==> src/rtl/i2s_pkg.sv <==
// Shared definitions for the i2s audio path: default sample width,
// burst counter width and the stream scheduler state encoding.
package i2s_pkg;

    localparam int DATA_W_DEF = 24;
    // Enough for BURST_LEN up to 16 (counter holds 0..BURST_LEN-1).
    localparam int BCNT_W     = 4;

    typedef enum logic {
        IDLE  = 1'b0,
        BURST = 1'b1
    } state_e;

endpackage

==> src/rtl/rr_pick.sv <==
// Combinational round-robin picker: first requesting index after 'last',
// searching upward with wrap-around.
module rr_pick #(
    parameter int N = 4,
    parameter int W = 2
) (
    input  logic [N-1:0] req,
    input  logic [W-1:0] last,
    output logic [W-1:0] next,
    output logic         any
);

    always_comb begin
        int unsigned idx;
        next = last;
        any  = 1'b0;
        idx  = 0;
        // Offsets 1..N so the last winner is considered only after everyone else.
        for (int unsigned i = 1; i <= N; i++) begin
            idx = (32'(last) + i) % N;
            if (!any && req[W'(idx)]) begin
                any  = 1'b1;
                next = W'(idx);
            end
        end
    end

endmodule

==> src/rtl/i2s_stream_scheduler.sv <==
// Round-robin scheduler sharing the i2s_master frame write port among
// NUM_SRC producers, with burst grants, enable mask and full back-pressure.
module i2s_stream_scheduler
    import i2s_pkg::*;
#(
    parameter  int NUM_SRC   = 4,
    parameter  int DATA_W    = DATA_W_DEF,
    parameter  int BURST_LEN = 1,
    parameter  int CNT_W     = 32,
    localparam int SRC_W     = $clog2(NUM_SRC)
) (
    input  logic                      clk_soc,
    input  logic                      reset,
    input  logic [NUM_SRC-1:0]        src_valid,
    output logic [NUM_SRC-1:0]        src_ready,
    input  logic [NUM_SRC*DATA_W-1:0] src_l,
    input  logic [NUM_SRC*DATA_W-1:0] src_r,
    input  logic [NUM_SRC-1:0]        enable_mask,
    input  logic                      full,
    output logic [DATA_W-1:0]         frame_in_l,
    output logic [DATA_W-1:0]         frame_in_r,
    output logic                      write_frame,
    output logic [SRC_W-1:0]          grant_id,
    output logic                      busy,
    output logic [CNT_W-1:0]          frames_written
);

    state_e              state, state_n;
    logic [SRC_W-1:0]    grant_n;
    logic [BCNT_W-1:0]   burst_cnt, burst_cnt_n;

    logic [SRC_W-1:0]    pick_id;
    logic                pick_any;

    logic                cur_valid, cur_en, cur_rdy, accept;
    logic [DATA_W-1:0]   cur_l, cur_r;

    rr_pick #(
        .N (NUM_SRC),
        .W (SRC_W)
    ) u_rr_pick (
        .req  (src_valid & enable_mask),
        .last (grant_id),
        .next (pick_id),
        .any  (pick_any)
    );

    // Select the granted source's request, enable and sample slices.
    always_comb begin
        cur_valid = 1'b0;
        cur_en    = 1'b0;
        cur_l     = '0;
        cur_r     = '0;
        for (int unsigned i = 0; i < NUM_SRC; i++) begin
            if (grant_id == SRC_W'(i)) begin
                cur_valid = src_valid[i];
                cur_en    = enable_mask[i];
                cur_l     = src_l[i*DATA_W +: DATA_W];
                cur_r     = src_r[i*DATA_W +: DATA_W];
            end
        end
    end

    // The !write_frame term absorbs the one-cycle lag of full after a write.
    assign cur_rdy = (state == BURST) && cur_en && !full && !write_frame;
    assign accept  = cur_rdy && cur_valid;
    assign busy    = (state == BURST);

    always_comb begin
        src_ready = '0;
        for (int unsigned i = 0; i < NUM_SRC; i++) begin
            if (grant_id == SRC_W'(i)) begin
                src_ready[i] = cur_rdy;
            end
        end
    end

    always_comb begin
        state_n     = state;
        grant_n     = grant_id;
        burst_cnt_n = burst_cnt;
        case (state)
            IDLE: begin
                if (pick_any) begin
                    state_n     = BURST;
                    grant_n     = pick_id;
                    burst_cnt_n = '0;
                end
            end
            BURST: begin
                if (accept) begin
                    if (burst_cnt == BCNT_W'(BURST_LEN - 1)) begin
                        state_n = IDLE;
                    end else begin
                        burst_cnt_n = burst_cnt + BCNT_W'(1);
                    end
                end else if (!cur_valid || !cur_en) begin
                    state_n = IDLE;
                end
            end
            default: state_n = IDLE;
        endcase
    end

    always_ff @(posedge clk_soc or posedge reset) begin
        if (reset) begin
            state     <= IDLE;
            grant_id  <= SRC_W'(NUM_SRC - 1);
            burst_cnt <= '0;
        end else begin
            state     <= state_n;
            grant_id  <= grant_n;
            burst_cnt <= burst_cnt_n;
        end
    end

    always_ff @(posedge clk_soc or posedge reset) begin
        if (reset) begin
            write_frame    <= 1'b0;
            frame_in_l     <= '0;
            frame_in_r     <= '0;
            frames_written <= '0;
        end else begin
            write_frame <= accept;
            if (accept) begin
                frame_in_l     <= cur_l;
                frame_in_r     <= cur_r;
                frames_written <= frames_written + CNT_W'(1);
            end
        end
    end

endmodule

==> config.mk <==
export PLATFORM = sky130hd
export DESIGN_NAME = i2s_stream_scheduler
export DESIGN_NICKNAME = d
export VERILOG_FILES = /design/src/rtl/i2s_pkg.sv /design/src/rtl/rr_pick.sv /design/src/rtl/i2s_stream_scheduler.sv
export SDC_FILE = /design/constraint.sdc
export NUM_CORES = 1
export LEC_CHECK = 0
export ABC_CLOCK_PERIOD_IN_PS = 3390
export CELL_PAD_IN_SITES_DETAIL_PLACEMENT = 1
export CELL_PAD_IN_SITES_GLOBAL_PLACEMENT = 1
export CORE_MARGIN = 4
export CORE_UTILIZATION = 27
export DETAILED_ROUTE_END_ITERATION = 10
export MAX_ROUTING_LAYER = met4
export PLACE_DENSITY = 0.82
export SYNTH_ARGS = -nofsm -noshare
export SYNTH_HDL_FRONTEND = slang
export SYNTH_SLANG_ARGS = --single-unit
export TNS_END_PERCENT = 10
==> constraint.sdc <==
create_clock -name clk_soc -period 3.39 [get_ports clk_soc]
set_input_delay 0.678 -clock clk_soc [delete_from_list [all_inputs] [get_ports clk_soc]]
set_output_delay 0.678 -clock clk_soc [all_outputs]
set_load 0.01 [all_outputs]
# ---- After elaboration in Yosys (flattened, before gate mapping)
# Cells that the tools add are included.
dict set report word_totals {
  ff_bits 88
}
dict set report op_classes {
  mux 45
  magnitude_cmp 4
  eq_ne 6
  addsub 6
  bitwise 2
  reduce_logical 20
}
# cell n
set op_table {}
lappend op_table {{24-bit 2-to-1 mux} 8}
lappend op_table {{32-bit by 1-bit adder with 32-bit output (second input constant)} 1}
lappend op_table {{1-bit 2-to-1 mux} 24}
lappend op_table {{2-bit by 3-bit < comparator with 1-bit output (second input constant)} 4}
lappend op_table {{4-bit 2-to-1 mux} 3}
lappend op_table {{1-bit binary-select mux with 2-bit select} 4}
lappend op_table {{2-bit 2-to-1 mux} 4}
lappend op_table {{4-bit one-hot mux with 2 select lines} 1}
lappend op_table {{1-bit logical AND} 7}
lappend op_table {{1-bit zero test} 7}
lappend op_table {{3-bit AND reduction} 2}
lappend op_table {{2-bit by 1-bit adder with 2-bit output (second input constant)} 2}
lappend op_table {{2-bit adder (second input constant)} 2}
lappend op_table {{4-bit by 1-bit adder with 4-bit output (second input constant)} 1}
lappend op_table {{4-bit bitwise AND} 1}
lappend op_table {{2-bit == test (second input constant)} 2}
lappend op_table {{4-bit zero test} 1}
lappend op_table {{2-bit inequality test (second input constant)} 2}
lappend op_table {{4-bit nonzero test} 1}
lappend op_table {{2-bit by 1-bit == test with 1-bit output (second input constant)} 1}
lappend op_table {{2-bit zero test} 1}
lappend op_table {{2-bit by 1-bit inequality test with 1-bit output (second input constant)} 1}
lappend op_table {{1-bit one-hot mux with 2 select lines} 1}
lappend op_table {{1-bit logical OR} 1}
lappend op_table {{1-bit NOT} 1}

# ---- Logic depth before layout (Yosys ltp)
# Gate-level depths: netlist of the first run.
dict set report logic_depth {
  ltp_word 15
  mapped_depth 11
  mapped_depth_nobuf 8
}

# ---- Hierarchy
# A second synthesis of the first run with hierarchy kept.
dict set report unflattened {
  cells_unflattened 358
  area_unflattened_um2 4962.3
}
# mod area_each_um2 n_inst seq_area_each_um2 cells_per_inst
set modules_own_cells {}
lappend modules_own_cells {i2s_stream_scheduler 4879.7 1 2204.6 344}
lappend modules_own_cells {rr_pick 82.6 1 0.0 14}

# ---- Worst setup path before layout of the first run
# No wires, ideal clock.
dict set report synth_path {
  path_kind {reg-to-output}
  startpoint {reg grant_id[0]}
  endpoint {out src_ready[0]}
  path_stages_with_launch 8
  t_arrival_ns 2.005
  t_required_ns 2.712
  path_slack_ns 0.707
  path_cell_list {dfstp_2 -> inv_1 -> ha_1 -> buf_2 -> and2_1 -> o41ai_2 -> a21oi_1 -> and2_1}
}
dict set report synth_between {
  elab_chain_len 9
}
# item line
set synth_rtl {}
lappend synth_rtl {{start, declared} i2s_stream_scheduler.sv:23} ;# output logic [SRC_W-1:0] grant_id,
lappend synth_rtl {{start signal, assigned} i2s_stream_scheduler.sv:108} ;# grant_id <= SRC_W'(NUM_SRC - 1);
lappend synth_rtl {{start signal, assigned} i2s_stream_scheduler.sv:112} ;# grant_id <= grant_n;
lappend synth_rtl {{2-bit zero test} {i2s_stream_scheduler.sv:55, i2s_stream_scheduler.sv:72}}
lappend synth_rtl {{1-bit 2-to-1 mux (4 in series)} i2s_stream_scheduler.sv:55} ;# if (grant_id == SRC_W'(i)) begin
lappend synth_rtl {{1-bit logical AND (3 in series)} i2s_stream_scheduler.sv:65} ;# assign cur_rdy = (state == BURST) && cur_en && !full && !write_frame;
lappend synth_rtl {{1-bit 2-to-1 mux (*)} i2s_stream_scheduler.sv:72} ;# if (grant_id == SRC_W'(i)) begin
lappend synth_rtl {{end, declared} i2s_stream_scheduler.sv:15} ;# output logic [NUM_SRC-1:0] src_ready,
# Mark *: on every way between the ends. The rest lies on a longest branch, timed or not.

# ---- Worst setup path after layout of the first run
dict set report layout_path {
  startpoint {in full}
  endpoint {out src_ready[2]}
}
dict set report layout_between {
  elab_chain_len 4
}
# item line
set layout_rtl {}
lappend layout_rtl {{start, declared} i2s_stream_scheduler.sv:19} ;# input logic full,
lappend layout_rtl {{1-bit zero test} i2s_stream_scheduler.sv:65}
lappend layout_rtl {{1-bit logical AND (2 in series)} i2s_stream_scheduler.sv:65}
lappend layout_rtl {{1-bit 2-to-1 mux} i2s_stream_scheduler.sv:72}
# No other way between the ends.

==> impl_metrics.csv, run 1 <==
group,metric,value,unit
critical_path,reg2reg_from,"grant_id[1]",
route,drtAntennaViolNets,0,
die,fp.dieH,146,um
global_route,grt_max_degree,61,
power,swShare,40.8,%
clock_network,clock_path_buffers,2,
power,leakage,0.00350,uW
clock_network,htreeDepth,3,
die,std_cell_rows,50,
global_route,overflow,0,
clock_network,cts_tree,"done",
sta,skew,9.77,ps
critical_path,cp-start-kind,"primary input",
power,fin_total_pwr,6150,uW
power,peakVddDrop,0.000342,V
die,pin_count,291,
sta,hold_viol_final,0,
sta,tightest_slew,734,ps
critical_path,cp_max_fo,4,
critical_path,cpMostUsedCell,"clkdlybuf4s50_1",
worst_hold_path,hold_end,"frame_in_l[13]",
synth,yosysTopAreaCell,"dfrtp_1",
critical_path,path_cells,"clkdlybuf4s50_1 -> nor3b_2 -> o41ai_2 -> a21oi_1 -> and2_1 -> clkdlybuf4s50_1",
route,wl,21100,um
die,initial_utilization,27.5,%
cells_and_area,syn2layout_area_growth,68.5,%
sta,setup_viol_count_final,0,
route,via_count,5647,
worst_hold_path,holdCritStartpoint,"frame_in_l[13]",
synth,async_reset_ff_share,100,%
synth,syn-num-nets,799,
placed_design,placed_cells,1086,
synth,synth_warnings,0,
critical_path,reg2reg_depth,8,
route,drt_first_iter_violations,155,
clock_network,cts_num_sinks,88,
critical_path,crit_family,"buffers and inverters",
cells_and_area,fin_cells,1107,
clock_network,path_clk_slew,70,ps
critical_path,crit_path_end_kind,"output pin",
sta,finalCritPeriodShare,95.0,%
global_route,grt_pass1_wl,32900,um
synth,postSynthAreaPerCell,8.74,sq um
synth,synth_commonest_cells,"86 x dfrtp_1, 73 x nand2_1, 51 x a21oi_1, 51 x nor3_1, 50 x o21ai_0",
cells_and_area,nNetsFinal,1077,
critical_path,r2r-end,"frame_in_r[18]",
global_route,grt_pass1_vias,6099,
sta,clock.fmax,311,MHz
cells_and_area,nFillCells,2173,
power,p_seq_share,25.8,%
clock_network,cts_root_buffer,"clkbuf_16",
worst_hold_path,hold_class,"flip-flop to flip-flop",
clock_network,postCtsHoldBufs,0,
critical_path,slowest_stage,"clkdlybuf4s50_1",
critical_path,reg2reg_setup_slack,550,ps
clock_network,cts_buffers,9,
critical_path,critPathKind,"primary input to output pin",
synth,synth_seq_cells,88,
placed_design,gp_congestion,0.788,
clock_network,cts_resized,0,
global_route,antenna_found_initial,1,
route,drc,0,
synth,netlist_area,5150,sq um
route,wl_per_cell,19.1,um
synth,netlist_instances,589,
run_status,status,"finished, final reports clean",
sta,slew_viol_final,0,
power,pwr_density_cell,709,nW/um^2
global_route,grt_use_total,19.9,%
synth,synth.distinct_cells,48,
power,p_comb_share,57.1,%
die,die_x,146,um
placed_design,dp_hpwl,16300,um
critical_path,crit_required,2710,ps
run,drv_cap,0,
sta,grt_setup_unrepaired,"false",
critical_path,slowest_delay,530,ps
synth,synth_edf_count,0,
worst_hold_path,hold_path_depth,2,
critical_path,path_buf_inv,2,
clock_network,clk_latency,350,ps
synth,synth_flop_cell,"dfrtp_1",
synth,synth_top_area_share,41.8,%
power,p_clk_share,17.1,%
sta,setup_tns,0,ps
synth,seq_area_frac_synth,42.8,%
sta,slew_headroom,51.0,%
die,core_area,18700,sq um
power,p_int,3640,uW
synth,yosysMostFrequentCell,"dfrtp_1",
power,switchingPower,2510,uW
placed_design,port_buffers,290,
cells_and_area,drive_above_1_share,5.96,%
route,dr.pass1.iters,4,
die,dieArea,21300,sq um
synth,ys_top_cells_by_area,"dfrtp_1 42%, a221oi_1 8.2%, nor2b_1 5.8%, nand2_1 5.3%, a21oi_1 5.0%",
critical_path,critPathArrivalTime,2540,ps
sta,period_needed,3220,ps
route,avgViaCountPerCell,5.10,
[power groups by stage]
stage	Clock, uW	Combinational, uW	Sequential [uW]
final	1050	3510	1590
after global routing	1130	3920	1640
after CTS	1080	3590	1590
after detailed placement	0	3510	1640
after global placement	0	3430	1620
after floorplan	0	1790	1730
[cell families (layout without fill, tap and decap cells)]
kind of cell,after synthesis,in the layout,synth area share (%)
flops,88,88,42.8
fa+ha+maj,7,7,1.70
compound gates,166,166,20.5
xor+xnor,32,32,5.44
other cells,0,1,0
mux,4,4,1.02
simple gates,233,233,23.7
buf+inv,59,342,4.81
[per-layer routing]
layer	up-vias	track usage [%]	routed length, um
met1	2745	22.5	8560
met3	15	5.15	1490
met2	198	35.2	10800
met4	0	5.03	289
li1	2689	-	-
met5	-	-	0
[worst max path at each step]
stage                    from      endpoint  slack [ps]  depth (start not counted)
2_1_floorplan           reset  burst_cnt[0]         440                          1
6_report                 full  src_ready[2]         170                          6
3_5_place_dp   enable_mask[0]  src_ready[2]         130                          6
5_1_grt           grant_id[1]  src_ready[1]          40                          7
3_3_place_gp   enable_mask[0]  src_ready[1]         150                          6
4_1_cts           grant_id[0]  src_ready[2]          40                          7
[area by class of cell]
cell class / count / area (sq um) / area share [%]
antenna: 1 / 2.50 / 0.0288
multi-input combinational: 442 / 2740 / 31.5
inverter: 13 / 51.3 / 0.591
timing repair buffer: 313 / 3090 / 35.6
clock inverter: 6 / 75.1 / 0.865
sequential: 88 / 2200 / 25.4
clock buffer: 10 / 229 / 2.64
tap: 234 / 293 / 3.37
[cells in the final DEF, fill, tap and decap left out, drive strengths merged, types with 3 or more instances in the layout]
cell	instances
dfrtp	86
mux2i	3
nor2	3
nand3	16
nand4	10
o21ai	53
inv	16
a21oi	51
nor2b	48
and2	8
clkbuf	10
buf	23
xnor2	26
nand2	73
nor3	52
and3	10
a221oi	48
ha	7
clkdlybuf4s50	290
xor2	6
a22oi	3
[registers in the layout, summed over array words and instances (netlist names)]
register and flops:
burst_cnt 4, frame_in_l 24, write_frame 1, frames_written 32
frame_in_r 24, busy 1, grant_id 2
[metrics by stage]
stage	hold WS, ps	setup slack, ps	utilization (%)	area [sq um]
floorplan	479	437	-	5150
global placement	460	152	44.6	8340
detailed placement	469	128	44.6	8340
CTS	483	43.8	46.4	8680
global route	512	44.1	46.4	8680
finish	479	170	46.4	8680
[timing repair]
action | in CTS | in global routing
buffers inserted | 4 | 0
pin swaps | 0 | 1
setup endpoints to repair | 4 | 4
[worst min-delay path: cells and delay by family (launching register included)]
kind / cells / cell delay, ps
and+or+nand+nor: 1 / 50
AOI/OAI and AO/OA: 1 / 60
DFF: 1 / 340
(Power assumes the default switching activity.)
==> run 2: changes to the inputs <==
- ABC_AREA: unset -> 0
- ABC_CLOCK_PERIOD_IN_PS: 3390 -> 3200
- TNS_END_PERCENT: 10 -> 5
- clock period: 3.39 -> 3.2 ns (I/O delays scaled with it)
==> impl_metrics.csv, run 2 (same netlist as run 1, synthesis figures left out) <==
group,metric,value,unit
die,core_area,18700,sq um
critical_path,critPathArrivalTime,2340,ps
cells_and_area,nNetsFinal,1077,
placed_design,gp_congestion,0.819,
cells_and_area,largest_register_ffs,32,
sta,hold_viol_final,0,
critical_path,critPathKind,"flip-flop to output pin",
sta,setup_tns,0,ps
clock_network,cts_tree,"done",
power,peakVddDrop,0.000307,V
global_route,antenna_found_initial,2,
critical_path,reg2reg_from,"grant_id[0]",
global_route,overflow,0,
route,drc,0,
die,std_cell_rows,50,
cells_and_area,utilization,46.9,%
sta,grt_setup_unrepaired,"false",
sta,skew,10.5,ps
critical_path,crit_path_end_kind,"output pin",
clock_network,htreeDepth,3,
clock_network,clock_path_buffers,2,
power,leakage,0.00360,uW
global_route,grt_pass1_wl,32400,um
cells_and_area,drive_above_1_share,6.31,%
route,via_count,5609,
sta,clock.fmax,335,MHz
critical_path,cp-startpoint,"grant_id[1]",
placed_design,dp_hpwl,16100,um
route,wl_per_cell,18.8,um
clock_network,path_clk_slew,70,ps
global_route,grt_max_degree,95,
route,drtAntennaViolNets,0,
sta,finalCritPeriodShare,93.2,%
cells_and_area,final_common_cell,"clkdlybuf4s50_1",
worst_hold_path,holdCritStartpoint,"frame_in_r[14]",
clock_network,cts_root_buffer,"clkbuf_16",
global_route,grt_pass1_vias,5869,
global_route,grt_use_total,19.8,%
critical_path,cp-start-kind,"flip-flop",
sta,setup_viol_count_final,0,
clock_network,cts_num_sinks,88,
run_status,status,"finished, final reports clean",
worst_hold_path,hold_class,"flip-flop to flip-flop",
sta,slew_viol_final,0,
sta,slew_headroom,42.2,%
die,die_x,146,um
die,dieArea,21300,sq um
sta,tightest_slew,867,ps
clock_network,clk_latency,350,ps
cells_and_area,regMostFlops,"frames_written",
cells_and_area,final_cell_mix,"286 x clkdlybuf4s50_1, 86 x dfrtp_1, 73 x nand2_1",
route,drt_first_iter_violations,206,
clock_network,cts_buffers,9,
sta,holdWs,480,ps
sta,period_needed,2980,ps
route,avgViaCountPerCell,5.06,
run,drv_cap,0,
critical_path,crit_required,2560,ps
die,fp.dieH,146,um
die,pin_count,291,
power,pwr_density_cell,757,nW/um^2
route,dr.pass1.iters,4,
cells_and_area,largestRegisters,"frames_written x32, frame_in_l x24, frame_in_r x24",
placed_design,port_buffers,290,
cells_and_area,syn2layout_area_growth,70.3,%
route,wl,20800,um
die,initial_utilization,27.5,%
critical_path,cp_max_fo,4,
==> run 2: cell types whose count changed in the layout (fill, tap and decap cells not counted), moves of 2 or more <==
| cell | delta |
|---|---|
| buf_12 | +2 |
| buf_4 | -2 |
| dlymetal6s2s_1 | +3 |
| clkdlybuf4s50_1 | -4 |
==> run 2: metrics by stage <==
stage	power [uW]	instance area [sq um]	std cells	worst slack, ps
2_1_floorplan	3730	5150	589	285
3_3_place_gp	5370	8380	1088	44.0
3_5_place_dp	5470	8380	1088	22.4
4_1_cts	6780	8760	1106	8.61
5_1_grt	7230	8770	1108	139
6_report	6640	8770	1108	219
==> run 2: worst paths after layout <==
path / cells after the start / slack, ps / end
min in group asynchronous: 2 / 700 / frames_written[25]
max in group asynchronous: 3 / 1860 / frame_in_l[17]
hold reg to reg: 2 / 480 / frame_in_r[14]
setup reg to reg: 8 / 420 / burst_cnt[3]
setup / recovery: 7 / 220 / src_ready[0]
hold / removal: 2 / 480 / frame_in_r[14]
==> run 2: worst max-delay path, cell delays in order, from the launching register on <==
cell,delay [ps]
dfstp_2,590
inv_2,90
ha_4,180
and3b_1,200
o41ai_4,400
a21oi_2,80
and2_1,170
dlygate4sd2_1,280
==> run 2: cell type report <==
cell class	instances	area (sq um)
diodes	2	5.00
clock buffers	9	225
clock inverters	7	114
fillers	2146	9930
inverters	13	51.3
multi-input cells	442	2760
flip-flops and latches	88	2200
well taps	234	293
repair buffers	313	3120
==> run 2: power breakdown <==
group	leakage, uW	switching, uW	internal [uW]
logic	0.00227	1970	1800
clock network	0.000165	507	703
registers	0.00116	200	1460
total	0.00360	2670	3960
==> run 2: what timing repair did <==
item | 4_1_cts | 5_1_grt
hold buffers | 0 | 0
pin swaps | 1 | 0
setup buffers | 2 | 0
gates resized for setup | 5 | 3
setup endpoints to repair | 4 | 3
==> run 2: metal layers <==
| metal | up-vias | share of wire (%) | global-route usage (%) |
|---|---|---|---|
| met3 | 22 | 6.4 | 5.49 |
| met2 | 200 | 51 | 34.4 |
| li1 | 2689 | - | - |
| met4 | 0 | 1.4 | 4.99 |
| met5 | - | 0 | - |
| met1 | 2698 | 41 | 22.5 |
==> run 3: changes to the inputs <==
- CAP_MARGIN: unset -> 20
- CORE_MARGIN: 4 -> unset
==> impl_metrics.csv, run 3 (same netlist as run 1, synthesis figures left out) <==
group,metric,value,unit
cells_and_area,fin_cells,1103,
sta,slew_headroom,25.4,%
sta,period_needed,3020,ps
clock_network,cts_buffers,9,
critical_path,crit_path_end_kind,"output pin",
cells_and_area,regMostFlops,"frames_written",
critical_path,slowest_delay,560,ps
placed_design,placed_cells,1085,
cells_and_area,final_cell_mix,"286 x clkdlybuf4s50_1, 86 x dfrtp_1, 73 x nand2_1",
die,core_area,18700,sq um
power,p_int,3850,uW
sta,setup_tns,0,ps
cells_and_area,nFillCells,2138,
global_route,overflow,0,
cells_and_area,drive_above_1_share,5.64,%
placed_design,dp_hpwl,15300,um
route,wl,20100,um
cells_and_area,nNetsFinal,1074,
cells_and_area,final_common_cell,"clkdlybuf4s50_1",
power,p_clk_share,17.0,%
critical_path,critPathKind,"flip-flop to output pin",
placed_design,gp_congestion,0.887,
route,drc,0,
power,peakVddDrop,0.000317,V
route,drtAntennaViolNets,0,
power,swShare,40.8,%
sta,grt_setup_unrepaired,"false",
global_route,antenna_found_initial,0,
critical_path,path_cells,"inv_1 -> ha_4 -> and3b_1 -> o41ai_2 -> a21oi_1 -> and2_1 -> dlygate4sd2_1",
global_route,grt_pass1_wl,31600,um
sta,clock.fmax,331,MHz
clock_network,htreeDepth,3,
critical_path,reg2reg_from,"grant_id[0]",
cells_and_area,syn2layout_area_growth,68.7,%
sta,slew_viol_final,0,
clock_network,cts_num_sinks,88,
sta,setup_viol_count_final,0,
clock_network,cts_root_buffer,"clkbuf_16",
cells_and_area,diodes,0,
sta,skew,6.67,ps
run,drv_cap,0,
clock_network,path_clk_slew,70,ps
sta,finalCritPeriodShare,94.3,%
route,drt_first_iter_violations,214,
worst_hold_path,hold_class,"flip-flop to flip-flop",
die,die_x,140,um
placed_design,placed_cell_area,8360,sq um
die,pin_count,291,
sta,holdWs,476,ps
sta,tightest_slew,1120,ps
cells_and_area,utilization,46.4,%
critical_path,r2r-end,"burst_cnt[3]",
route,avgViaCountPerCell,5.11,
power,switchingPower,2660,uW
power,p_seq_share,25.7,%
power,pwr_density_cell,749,nW/um^2
route,wl_per_cell,18.2,um
placed_design,port_buffers,290,
critical_path,cp-start-kind,"flip-flop",
critical_path,cp_max_fo,8,
sta,hold_viol_final,0,
critical_path,slowest_stage,"dfstp_2",
critical_path,cp-startpoint,"grant_id[1]",
clock_network,cts_tree,"done",
cells_and_area,largestRegisters,"frames_written x32, frame_in_l x24, frame_in_r x24",
die,dieArea,19600,sq um
power,p_comb_share,57.3,%
critical_path,crit_required,2560,ps
global_route,grt_use_total,21.4,%
global_route,grt_max_degree,63,
power,leakage,0.00353,uW
critical_path,path_buf_inv,2,
cells_and_area,largest_register_ffs,32,
cells_and_area,fin_area,8690,sq um
clock_network,clk_latency,350,ps
clock_network,postCtsHoldBufs,0,
die,initial_utilization,27.5,%
critical_path,reg2reg_setup_slack,410,ps
clock_network,clock_path_buffers,2,
critical_path,worst-path-stages,7,
run_status,status,"finished, final reports clean",
critical_path,crit_family,"flip-flops",
die,std_cell_rows,50,
die,fp.dieH,140,um
critical_path,critPathArrivalTime,2380,ps
route,dr.pass1.iters,4,
route,via_count,5640,
critical_path,cp-endpoint,"src_ready[0]",
global_route,grt_pass1_vias,5803,
critical_path,reg2reg_depth,8,
==> run 3: cell type report <==
| type | instances | area [sq um] | area share [%] |
|---|---|---|---|
| Clock inverter | 6 | 77.6 | 0.893 |
| Multi-Input combinational cell | 442 | 2750 | 31.6 |
| Inverter | 13 | 51.3 | 0.591 |
| Clock buffer | 10 | 229 | 2.64 |
| Tap cell | 234 | 293 | 3.37 |
| Timing Repair Buffer | 310 | 3090 | 35.5 |
| Sequential cell | 88 | 2200 | 25.4 |
==> run 3: metrics by stage <==
step	worst slack (ps)	total power, uW
3_5_place_dp	29.5	5430
2_1_floorplan	285	3730
5_1_grt	50.9	7040
6_report	183	6510
3_3_place_gp	80.7	5330
4_1_cts	157	6600
==> run 3: metal layers <==
metal,GRT usage (%),vias to the layer above,wire length [um]
li1,-,2689,-
met1,25.2,2720,8300
met2,36.3,208,10200
met3,4.85,23,1190
met4,6.65,0,351
met5,-,-,0
==> run 3: worst min-delay path by stage <==
stage	depth (start not counted)	to	startpoint	slack, ps
after floorplan	1	burst_cnt[2]	burst_cnt[2]	480
after detailed placement	1	frames_written[31]	frames_written[31]	470
after CTS	1	frames_written[31]	frames_written[31]	480
after global routing	2	frame_in_l[6]	frame_in_l[6]	500
final	1	frames_written[31]	frames_written[31]	480
after global placement	2	frame_in_l[5]	frame_in_l[5]	460
==> run 3: timing repair <==
item                                    CTS  global route
resized for setup                         5             0
buffers inserted                          2             0
hold endpoints to repair                  0             0
endpoints found under the setup margin    4             0
==> run 3: worst register-to-register path, cell delays in order (launching register included) <==
cell and delay, ps:
dfstp_2 390, inv_1 150, ha_4 200, buf_4 460
a211oi_1 110, a211o_1 420, or2_4 400, or4_1 500
o21ai_1 80
==> run 3: power groups by stage <==
| stage | clock network, uW | registers, uW | logic (uW) |
|---|---|---|---|
| finish | 1110 | 1670 | 3730 |
| global route | 1180 | 1720 | 4140 |
| CTS | 1150 | 1680 | 3780 |
| detailed placement | 0 | 1720 | 3700 |
| global placement | 0 | 1700 | 3630 |
| floorplan | 0 | 1840 | 1900 |
